===== src/rtl/pipe_ctrl_stage_pkg.sv =====
// pipe_ctrl_stage_pkg
//   Shared definitions for the pipeline control stage: control-lane bit
//   positions, the default control width and the stage FSM encoding.
//   No ports.
package pipe_ctrl_stage_pkg;

  // Bit positions inside a control lane.
  localparam int CTRL_REG_WRITE  = 0;
  localparam int CTRL_JUMP       = 1;
  localparam int CTRL_MEM_WRITE  = 2;
  localparam int CTRL_MEM_READ   = 3;
  localparam int CTRL_BRANCH     = 4;
  localparam int CTRL_ALU_SRC    = 5;
  localparam int CTRL_MEM_TO_REG = 6;
  localparam int CTRL_REG_DST    = 7;

  localparam int CTRL_W_DEF = 8;

  // Stage FSM encoding.
  localparam logic [0:0] ST_RUN   = 1'b0;
  localparam logic [0:0] ST_FLUSH = 1'b1;

endpackage


===== src/rtl/pipe_ctrl_stage_if.sv =====
// pipe_ctrl_stage_if
//   Bundles the pipeline stage input lanes, hazard controls and registered
//   outputs.
//   master : drives in_data/in_ctrl/sel/in_valid/stall/flush, observes outputs
//   slave  : the stage itself; consumes inputs, drives out_data/out_ctrl/
//            out_valid/flushing/bubble_cnt
interface pipe_ctrl_stage_if
  import pipe_ctrl_stage_pkg::*;
#(
  parameter int DATA_W = 16,
  parameter int CTRL_W = CTRL_W_DEF,
  parameter int NUM_IN = 2,
  parameter int SEL_W  = 1,
  parameter int CNT_W  = 16
);
  logic [NUM_IN*DATA_W-1:0] in_data;
  logic [NUM_IN*CTRL_W-1:0] in_ctrl;
  logic [SEL_W-1:0]         sel;
  logic                     in_valid;
  logic                     stall;
  logic                     flush;
  logic [DATA_W-1:0]        out_data;
  logic [CTRL_W-1:0]        out_ctrl;
  logic                     out_valid;
  logic                     flushing;
  logic [CNT_W-1:0]         bubble_cnt;

  modport master (
    output in_data, in_ctrl, sel, in_valid, stall, flush,
    input  out_data, out_ctrl, out_valid, flushing, bubble_cnt
  );

  modport slave (
    input  in_data, in_ctrl, sel, in_valid, stall, flush,
    output out_data, out_ctrl, out_valid, flushing, bubble_cnt
  );
endinterface


===== src/rtl/pipe_ctrl_stage_mux_n.sv =====
// mux_n
//   Combinational NUM_IN-way lane selector. Lane i occupies
//   lanes_i[i*DATA_W +: DATA_W]; a select value outside 0..NUM_IN-1 falls
//   back to lane 0.
//   lanes_i : packed input lanes
//   sel_i   : lane select
//   lane_o  : selected lane
module mux_n #(
  parameter int DATA_W = 16,
  parameter int NUM_IN = 2,
  parameter int SEL_W  = 1
) (
  input  logic [NUM_IN*DATA_W-1:0] lanes_i,
  input  logic [SEL_W-1:0]         sel_i,
  output logic [DATA_W-1:0]        lane_o
);

  always_comb begin
    lane_o = lanes_i[0 +: DATA_W];
    for (int i = 1; i < NUM_IN; i++) begin
      if (int'(sel_i) == i) lane_o = lanes_i[i*DATA_W +: DATA_W];
    end
  end

endmodule


===== src/rtl/pipe_ctrl_stage.sv =====
// pipe_ctrl_stage
//   Pipeline stage register (e.g. ID/EX) with a NUM_IN-way input lane mux,
//   stall (hold), multi-cycle flush that injects FLUSH_CYCLES bubbles, and a
//   saturating count of flush bubbles.
//   clk  : rising-edge clock
//   arst : asynchronous active-high reset
//   bus  : slave side of pipe_ctrl_stage_if (inputs, stall/flush, outputs)
module pipe_ctrl_stage
  import pipe_ctrl_stage_pkg::*;
#(
  parameter int DATA_W       = 16,
  parameter int CTRL_W       = CTRL_W_DEF,
  parameter int NUM_IN       = 2,
  parameter int SEL_W        = $clog2(NUM_IN),
  parameter int FLUSH_CYCLES = 2,
  parameter int CNT_W        = 16
) (
  input logic              clk,
  input logic              arst,
  pipe_ctrl_stage_if.slave bus
);

  // Holds FLUSH_CYCLES-1, the bubbles still owed after the flush edge.
  localparam int REM_W = (FLUSH_CYCLES > 1) ? $clog2(FLUSH_CYCLES) : 1;

  function automatic logic [CNT_W-1:0] sat_inc(input logic [CNT_W-1:0] c);
    return (&c) ? c : c + CNT_W'(1);
  endfunction

  logic [DATA_W-1:0] sel_data;
  logic [CTRL_W-1:0] sel_ctrl;

  logic [0:0]        state_q, state_d;
  logic [REM_W-1:0]  rem_q,   rem_d;
  logic [DATA_W-1:0] data_q,  data_d;
  logic [CTRL_W-1:0] ctrl_q,  ctrl_d;
  logic              valid_q, valid_d;
  logic [CNT_W-1:0]  cnt_q,   cnt_d;

  mux_n #(.DATA_W(DATA_W), .NUM_IN(NUM_IN), .SEL_W(SEL_W)) u_data_mux (
    .lanes_i (bus.in_data),
    .sel_i   (bus.sel),
    .lane_o  (sel_data)
  );

  mux_n #(.DATA_W(CTRL_W), .NUM_IN(NUM_IN), .SEL_W(SEL_W)) u_ctrl_mux (
    .lanes_i (bus.in_ctrl),
    .sel_i   (bus.sel),
    .lane_o  (sel_ctrl)
  );

  // Next-state: flush beats stall beats load; FLUSH never loads inputs.
  always_comb begin
    state_d = state_q;
    rem_d   = rem_q;
    data_d  = data_q;
    ctrl_d  = ctrl_q;
    valid_d = valid_q;
    cnt_d   = cnt_q;
    if (bus.flush) begin
      ctrl_d  = '0;
      valid_d = 1'b0;
      cnt_d   = sat_inc(cnt_q);
      if (FLUSH_CYCLES == 1) begin
        state_d = ST_RUN;
        rem_d   = '0;
      end else begin
        state_d = ST_FLUSH;
        rem_d   = REM_W'(FLUSH_CYCLES - 1);
      end
    end else if (state_q == ST_FLUSH) begin
      if (!bus.stall) begin
        ctrl_d  = '0;
        valid_d = 1'b0;
        cnt_d   = sat_inc(cnt_q);
        rem_d   = rem_q - REM_W'(1);
        if (rem_q == REM_W'(1)) state_d = ST_RUN;
      end
    end else if (!bus.stall) begin
      data_d  = sel_data;
      valid_d = bus.in_valid;
      ctrl_d  = bus.in_valid ? sel_ctrl : '0;
    end
  end

  // Stage register boundary
  always_ff @(posedge clk or posedge arst) begin
    if (arst) begin
      state_q <= ST_RUN;
      rem_q   <= '0;
      data_q  <= '0;
      ctrl_q  <= '0;
      valid_q <= 1'b0;
      cnt_q   <= '0;
    end else begin
      state_q <= state_d;
      rem_q   <= rem_d;
      data_q  <= data_d;
      ctrl_q  <= ctrl_d;
      valid_q <= valid_d;
      cnt_q   <= cnt_d;
    end
  end

  assign bus.out_data   = data_q;
  assign bus.out_ctrl   = ctrl_q;
  assign bus.out_valid  = valid_q;
  assign bus.flushing   = (state_q == ST_FLUSH);
  assign bus.bubble_cnt = cnt_q;

endmodule


===== src/flat_wrapper.sv =====
// flat-port wrapper written by rule: the top's interface ports become plain ports
module pipe_ctrl_stage_flat import pipe_ctrl_stage_pkg::*;
#(
  parameter int DATA_W       = 16,
  parameter int CTRL_W       = CTRL_W_DEF,
  parameter int NUM_IN       = 2,
  parameter int SEL_W        = $clog2(NUM_IN),
  parameter int FLUSH_CYCLES = 2,
  parameter int CNT_W        = 16
)
  (clk, arst, bus_in_data, bus_in_ctrl, bus_sel, bus_in_valid, bus_stall, bus_flush, bus_out_data, bus_out_ctrl, bus_out_valid, bus_flushing, bus_bubble_cnt);
  pipe_ctrl_stage_if #(.DATA_W(DATA_W), .CTRL_W(CTRL_W), .NUM_IN(NUM_IN), .SEL_W(SEL_W), .CNT_W(CNT_W)) bus_i ();
  input logic clk;
  input logic arst;
  input wire logic [$bits(bus_i.in_data)-1:0] bus_in_data;
  input wire logic [$bits(bus_i.in_ctrl)-1:0] bus_in_ctrl;
  input wire logic [$bits(bus_i.sel)-1:0] bus_sel;
  input wire logic [$bits(bus_i.in_valid)-1:0] bus_in_valid;
  input wire logic [$bits(bus_i.stall)-1:0] bus_stall;
  input wire logic [$bits(bus_i.flush)-1:0] bus_flush;
  output wire logic [$bits(bus_i.out_data)-1:0] bus_out_data;
  output wire logic [$bits(bus_i.out_ctrl)-1:0] bus_out_ctrl;
  output wire logic [$bits(bus_i.out_valid)-1:0] bus_out_valid;
  output wire logic [$bits(bus_i.flushing)-1:0] bus_flushing;
  output wire logic [$bits(bus_i.bubble_cnt)-1:0] bus_bubble_cnt;
  assign bus_i.in_data = bus_in_data;
  assign bus_i.in_ctrl = bus_in_ctrl;
  assign bus_i.sel = bus_sel;
  assign bus_i.in_valid = bus_in_valid;
  assign bus_i.stall = bus_stall;
  assign bus_i.flush = bus_flush;
  assign bus_out_data = bus_i.out_data;
  assign bus_out_ctrl = bus_i.out_ctrl;
  assign bus_out_valid = bus_i.out_valid;
  assign bus_flushing = bus_i.flushing;
  assign bus_bubble_cnt = bus_i.bubble_cnt;
  pipe_ctrl_stage #(.DATA_W(DATA_W), .CTRL_W(CTRL_W), .NUM_IN(NUM_IN), .SEL_W(SEL_W), .FLUSH_CYCLES(FLUSH_CYCLES), .CNT_W(CNT_W)) u_core (.clk(clk), .arst(arst), .bus(bus_i));
endmodule

===== config.mk =====
export PLATFORM = sky130hd
export DESIGN_NAME = pipe_ctrl_stage_flat
export DESIGN_NICKNAME = d
export VERILOG_FILES = /design/src/rtl/pipe_ctrl_stage_pkg.sv /design/src/rtl/pipe_ctrl_stage_if.sv /design/src/rtl/pipe_ctrl_stage_mux_n.sv /design/src/rtl/pipe_ctrl_stage.sv /design/src/flat_wrapper.sv
export SDC_FILE = /design/constraint.sdc
export NUM_CORES = 1
export LEC_CHECK = 0
export ABC_AREA = 1
export CAP_MARGIN = 20
export CELL_PAD_IN_SITES_DETAIL_PLACEMENT = 1
export CELL_PAD_IN_SITES_GLOBAL_PLACEMENT = 1
export CORE_ASPECT_RATIO = 0.8
export CORE_MARGIN = 3
export CORE_UTILIZATION = 33
export DETAILED_ROUTE_END_ITERATION = 10
export PLACE_DENSITY = 0.82
export SYNTH_ARGS = -nofsm -noshare
export SYNTH_HDL_FRONTEND = slang
export SYNTH_SLANG_ARGS = --single-unit
export TNS_END_PERCENT = 100

===== constraint.sdc =====
create_clock -name clk -period 2.1 [get_ports clk]
set_input_delay 0.42 -clock clk [delete_from_list [all_inputs] [get_ports clk]]
set_output_delay 0.42 -clock clk [all_outputs]
set_load 0.005 [all_outputs]

After elaboration in Yosys (flattened, before gate mapping)
Index checks and enable logic that the tools add are counted.
W data, S select, Z words.

storage, ports and cells
  register bits after elaboration = 43
  bits in latches = 0
  bits in writable memories = 0
  bits in read-only memories = 0
  output and inout bits = 42
  memories kept = 0

operators by class
  add/sub/neg operators = 2
  multipliers = 0
  div/mod/pow operators = 0
  order comparisons = 0
  eq/ne operators = 1
  shifts and indexed selects = 0
  mux-type cells = 22
  bitwise logic cells = 3
  reduce and logical (&&, ||, !) cells = 4

operator list
  kind                     number
  $mux W16                 5
  $mux W8                  6
  $add A16 B1 Y16 const B  1
  $reduce_and A16 Y1       1
  $mux W1                  11
  $not A1 Y1               3
  $reduce_and A3 Y1        1
  $ne A2 B1 Y1 const B     1
  $reduce_and A2 Y1        1
  $reduce_bool A2 Y1       1
  $sub A1 B1 Y1 const B    1

Depth between registers and ports, before layout
  depth in word-level cells = 5
  mapped depth = 9
  mapped depth without buffers = 8

Modules after synthesis
A second synthesis with hierarchy kept.

unflattened totals
  cells, all modules = 334
  area, all modules = 2,383.5 µm²

modules (own cells, without submodules)
  module                     instances  cells an instance  area an instance (µm²)  sequential area each (µm²)
  pipe_ctrl_stage            1          256                2,034.5                 1,076.0
  mux_n (u_core.u_data_mux)  1          52                 244.0                   0.0
  mux_n (u_core.u_ctrl_mux)  1          26                 105.1                   0.0

Least setup slack after synthesis
OpenSTA, ideal clock, no wires.

  path type = register to register
  from = reg u_core.cnt_q[1] (netlist: u_core.bus.bubble_cnt[1])
  to = reg u_core.cnt_q[10] (netlist: u_core.bus.bubble_cnt[10])
  arrival time = 1.310 ns
  required time = 1.984 ns
  path slack = 0.674 ns
  stages on the path, launching flop included = 10
  path buffers = 1
  period minus slack after synthesis = 1.426 ns
  cells stage by stage = dfrtp_1 ha_1 nand2_1 nor2_1 nand2_1 nor2_1 nor2_4 buf_6 nand2_1 nand2_1

between the ends
  cells in the longest elaborated chain, start to end = 5

ends and longest elaborated chain
  item                                                          line                    source
  start, declared                                               pipe_ctrl_stage.sv:38   logic [CNT_W-1:0] cnt_q, cnt_d;
  start signal, assigned                                        pipe_ctrl_stage.sv:101  cnt_q <= cnt_d;
  $add A16 B1 Y16 / $reduce_and A16 Y1 (equally long branches)  pipe_ctrl_stage.sv:27   return (&c) ? c : c + CNT_W'(1);
  $mux W16 *                                                    pipe_ctrl_stage.sv:27
  $mux W16                                                      pipe_ctrl_stage.sv:72   if (!bus.stall) begin
  $mux W16                                                      pipe_ctrl_stage.sv:71   end else if (state_q == ST_FLUSH) begin
  $mux W16 *                                                    pipe_ctrl_stage.sv:60   if (bus.flush) begin

Mark *: on every way between the ends. The rest lies on a longest branch, timed or not. The select of a mux whose other input is x is not followed.
A chain may end at the register's enable or synchronous reset.

Final worst setup path
  from = reg u_core.cnt_q[2] (netlist: u_core.bus.bubble_cnt[2])
  to = out bus_bubble_cnt[2]

RTL lines
  item           line                source
  end, declared  flat_wrapper.sv:25  output wire logic [$bits(bus_i.bubble_cnt)-1:0] bus_bubble_cnt;

No word-level cell between the ends.

==> flow_summary.toml <==
[outcome]
outcome = "completed"

[sta]
timing.clock.skew_ns = 0.00734
hold_viol_final = 0
fin_crit_ns = 1.78
slew_viol_final = 0
tightestPinTransition_ns = 0.354
final.setup.tns_ns = 0
achievable_freq_mhz = 562
report.final.setup_viol = 0
rsz0062_at_grt = "no"
timing.max_slew.rel_slack_pct = 76.3
final.period_utilization_pct = 84.8

[route]
drt_first_iter_violations = 67
routed_wirelength_um = 6590
route.antenna.remaining_nets = 0
drt-pass1-iter-count = 4
detail_route.vias_per_cell = 4.73
post_drt_wl_per_cell_um = 14.7
vias = 2130
drc_errors = 0

[setup_path]
critical_path_class = "flip-flop to output port"
timing.critical_path.slowest_cell_delay_ns = 0.57
cp_data_required_time_ns = 1.68
worstSetupEndpointType = "output port"
worst_setup_sp_type = "flip-flop"
path_buf_inv = 1
worst-endpoint-arrival_ns = 1.36
largest_fanout_on_the_critical_path = 7
cpLargestDelayFamily = "buffers and inverters"
crit_slowest_cell = "clkdlybuf4s50_1"
cell_chain_of_the_critical_path = "clkdlybuf4s50_1"

[floorplan]
die-area_um2 = 7980
die_width_um = 99.1
start_util_pct = 35.0
floorplan.core_area_um2 = 6540
fp.dieH_um = 80.5
i_o_pin_total = 96
floorplan.rows = 26

[placement]
number_of_placed_cells_counting_well_taps = 443
place.gp.congestion = 0.821
port_buffers = 95
dp_hpwl_um = 5320

[global_route]
grt_overflow = 0
groute.usage.overall_pct = 17.4
first_global_vias = 2218
antenna_found_initial = 0
grt_pass1_wl_um = 11000
grt_max_degree = 33

[clock_tree]
cts-buffers-inserted = 5
clock_path_buffers = 2
insertion_delay_of_the_later_clocked_pin_in_the_worst_skew_pair_ns = 0.29
post_cts_hold_buffer_count = 0
tritoncts_clock_tree = "built"
cts_sinks = 43
post_cts.resized_instances = 0
cts.root.buffer_cell = "clkbuf_8"
clk_transition_reported_paths_ns = 0.08
clock_tree.htree_level_count = 2
post-cts-setup-buffer-count = 0

[synthesis]
yosysTopAreaCell = "dfrtp_1"
synth_top_family_by_area = "simple AND/OR/NAND/NOR gates"
syn-num-nets = 322
yosysWarningCount = 0
synthesis.instances = 267
synthSimpleGateAreaFrac_pct = 26.6
synth-compound-area-share_pct = 7.76
synth-adder-area-share_pct = 0.547
sequential_share_of_the_synthesized_area_pct = 47.0
synthXorXnorAreaFrac_pct = 2.30
synth.top_cells.by_area = "dfrtp_1, nand2_1, mux2i_1"
netlist.area_leader.share_pct = 47.0
synth.area.mux_share_pct = 10.5
syn_area_um2 = 2290
synthesized_area_per_cell_um2 = 8.57
synth.distinct_cells = 23
ys_seq_elements = 43

[final_layout]
num_antenna_cells = 0
area_growth_synth_to_finish_pct = 52.2
stdcell_count = 450
post-route-util_pct = 53.3
layout-drive-gt1-share_pct = 6.83
fin_nets = 421

[power_and_ir_drop]
ir_worst_vdd_mv = 0.428
leakage_uw = 0.00153
powerDensity_nw_per_um2 = 765
total_power_uw = 2660

[job]
cap_viol_max_count = 0

[min_path]
worst_min_delay_path_class = "input pin to asynchronous set/reset pin"
worst register-to-register path: cells and delay by family (launching register included):
family / cells / cell delay [ns]
compound gates: 1 / 0.07
fa+ha+maj: 1 / 0.26
buf+inv: 1 / 0.15
flops: 1 / 0.43
simple gates: 6 / 0.62
path summary, 6_finish.rpt:
kind | startpoint | endpoint | slack (ns) | depth (start not counted)
max | u_core.bus.bubble_cnt[2] | bus_bubble_cnt[2] | 0.32 | 1
min | arst | u_core.bus.out_data[7] | 0.42 | 2
max reg2reg | u_core.bus.bubble_cnt[1] | u_core.bus.bubble_cnt[11] | 0.46 | 9
min reg2reg | u_core.bus.out_valid | u_core.bus.out_valid | 0.49 | 2
max in group asynchronous | arst | u_core.bus.bubble_cnt[3] | 1.21 | 3
min in group clk | u_core.bus.out_valid | u_core.bus.out_valid | 0.49 | 2
kinds of logic (layout without fill, tap and decap cells):
kind of cell,Yosys count,in the layout
buffers and inverters,26,125
and+or+nand+nor,133,133
AOI/OAI and AO/OA,34,34
DFF,43,43
adders and majority gates,1,1
xor gates and xnor gates,6,6
muxes,24,24
power breakdown:
part / leakage (uW) / internal, uW / switching [uW]
logic: 0.000937 / 538 / 352
clock network: 0.0000513 / 349 / 268
registers: 0.000537 / 996 / 161
total: 0.00153 / 1880 / 781
synthesized netlist by cell type, drive strengths merged:
| cell | number |
|---|---|
| xor2 | 1 |
| mux2i | 24 |
| nand4 | 3 |
| o21ai | 16 |
| nand2 | 79 |
| nand3b | 3 |
| a31oi | 1 |
| buf | 8 |
| xnor2 | 5 |
| nand3 | 10 |
| dfrtp | 43 |
| a21oi | 16 |
| nor2 | 38 |
| ha | 1 |
| o21a | 1 |
| inv | 18 |
cell usage in the layout, fill, tap and decap left out, drive strengths merged, types with 5 or more instances in the layout:
| cell type | n |
|---|---|
| clkdlybuf4s50 | 95 |
| nand2 | 79 |
| dfrtp | 43 |
| nor2 | 38 |
| mux2i | 24 |
| inv | 18 |
| a21oi | 16 |
| o21ai | 16 |
| nand3 | 10 |
| clkbuf | 6 |
| xnor2 | 5 |
| buf | 5 |
flip-flops by register name, summed over array words and instances (netlist names):
name / count
u_core.bus.out_valid: 1
u_core.bus.bubble_cnt: 16
u_core.bus.out_ctrl: 8
u_core.bus.flushing: 1
u_core.rem_q: 1
u_core.bus.out_data: 16
cell type report:
cell class	instances	area (um^2)
flip-flops and latches	43	1080
clock inverters	1	30.0
repair buffers	100	1040
inverters	18	67.6
clock buffers	6	72.6
multi-input cells	198	1090
well taps	84	105
fillers	802	3060
per-layer routing:
layer / wire, um / share of wire [%] / GRT usage [%]
met1: 3000 / 46 / 22.5
met5: 0 / 0 / 0
met2: 3200 / 48 / 29.7
met4: 54 / 0.82 / 4.50
met3: 343 / 5.2 / 3.56
through the flow:
stage | cell area [um^2] | worst slack [ns] | hold WS, ns
after floorplan | 2290 | 0.674 | 0.466
after global placement | 3380 | 0.248 | 0.463
after detailed placement | 3380 | 0.178 | 0.471
after CTS | 3480 | 0.313 | 0.432
after global routing | 3480 | 0.272 | 0.438
final | 3480 | 0.320 | 0.421
Power figures use the tool's default switching activity.
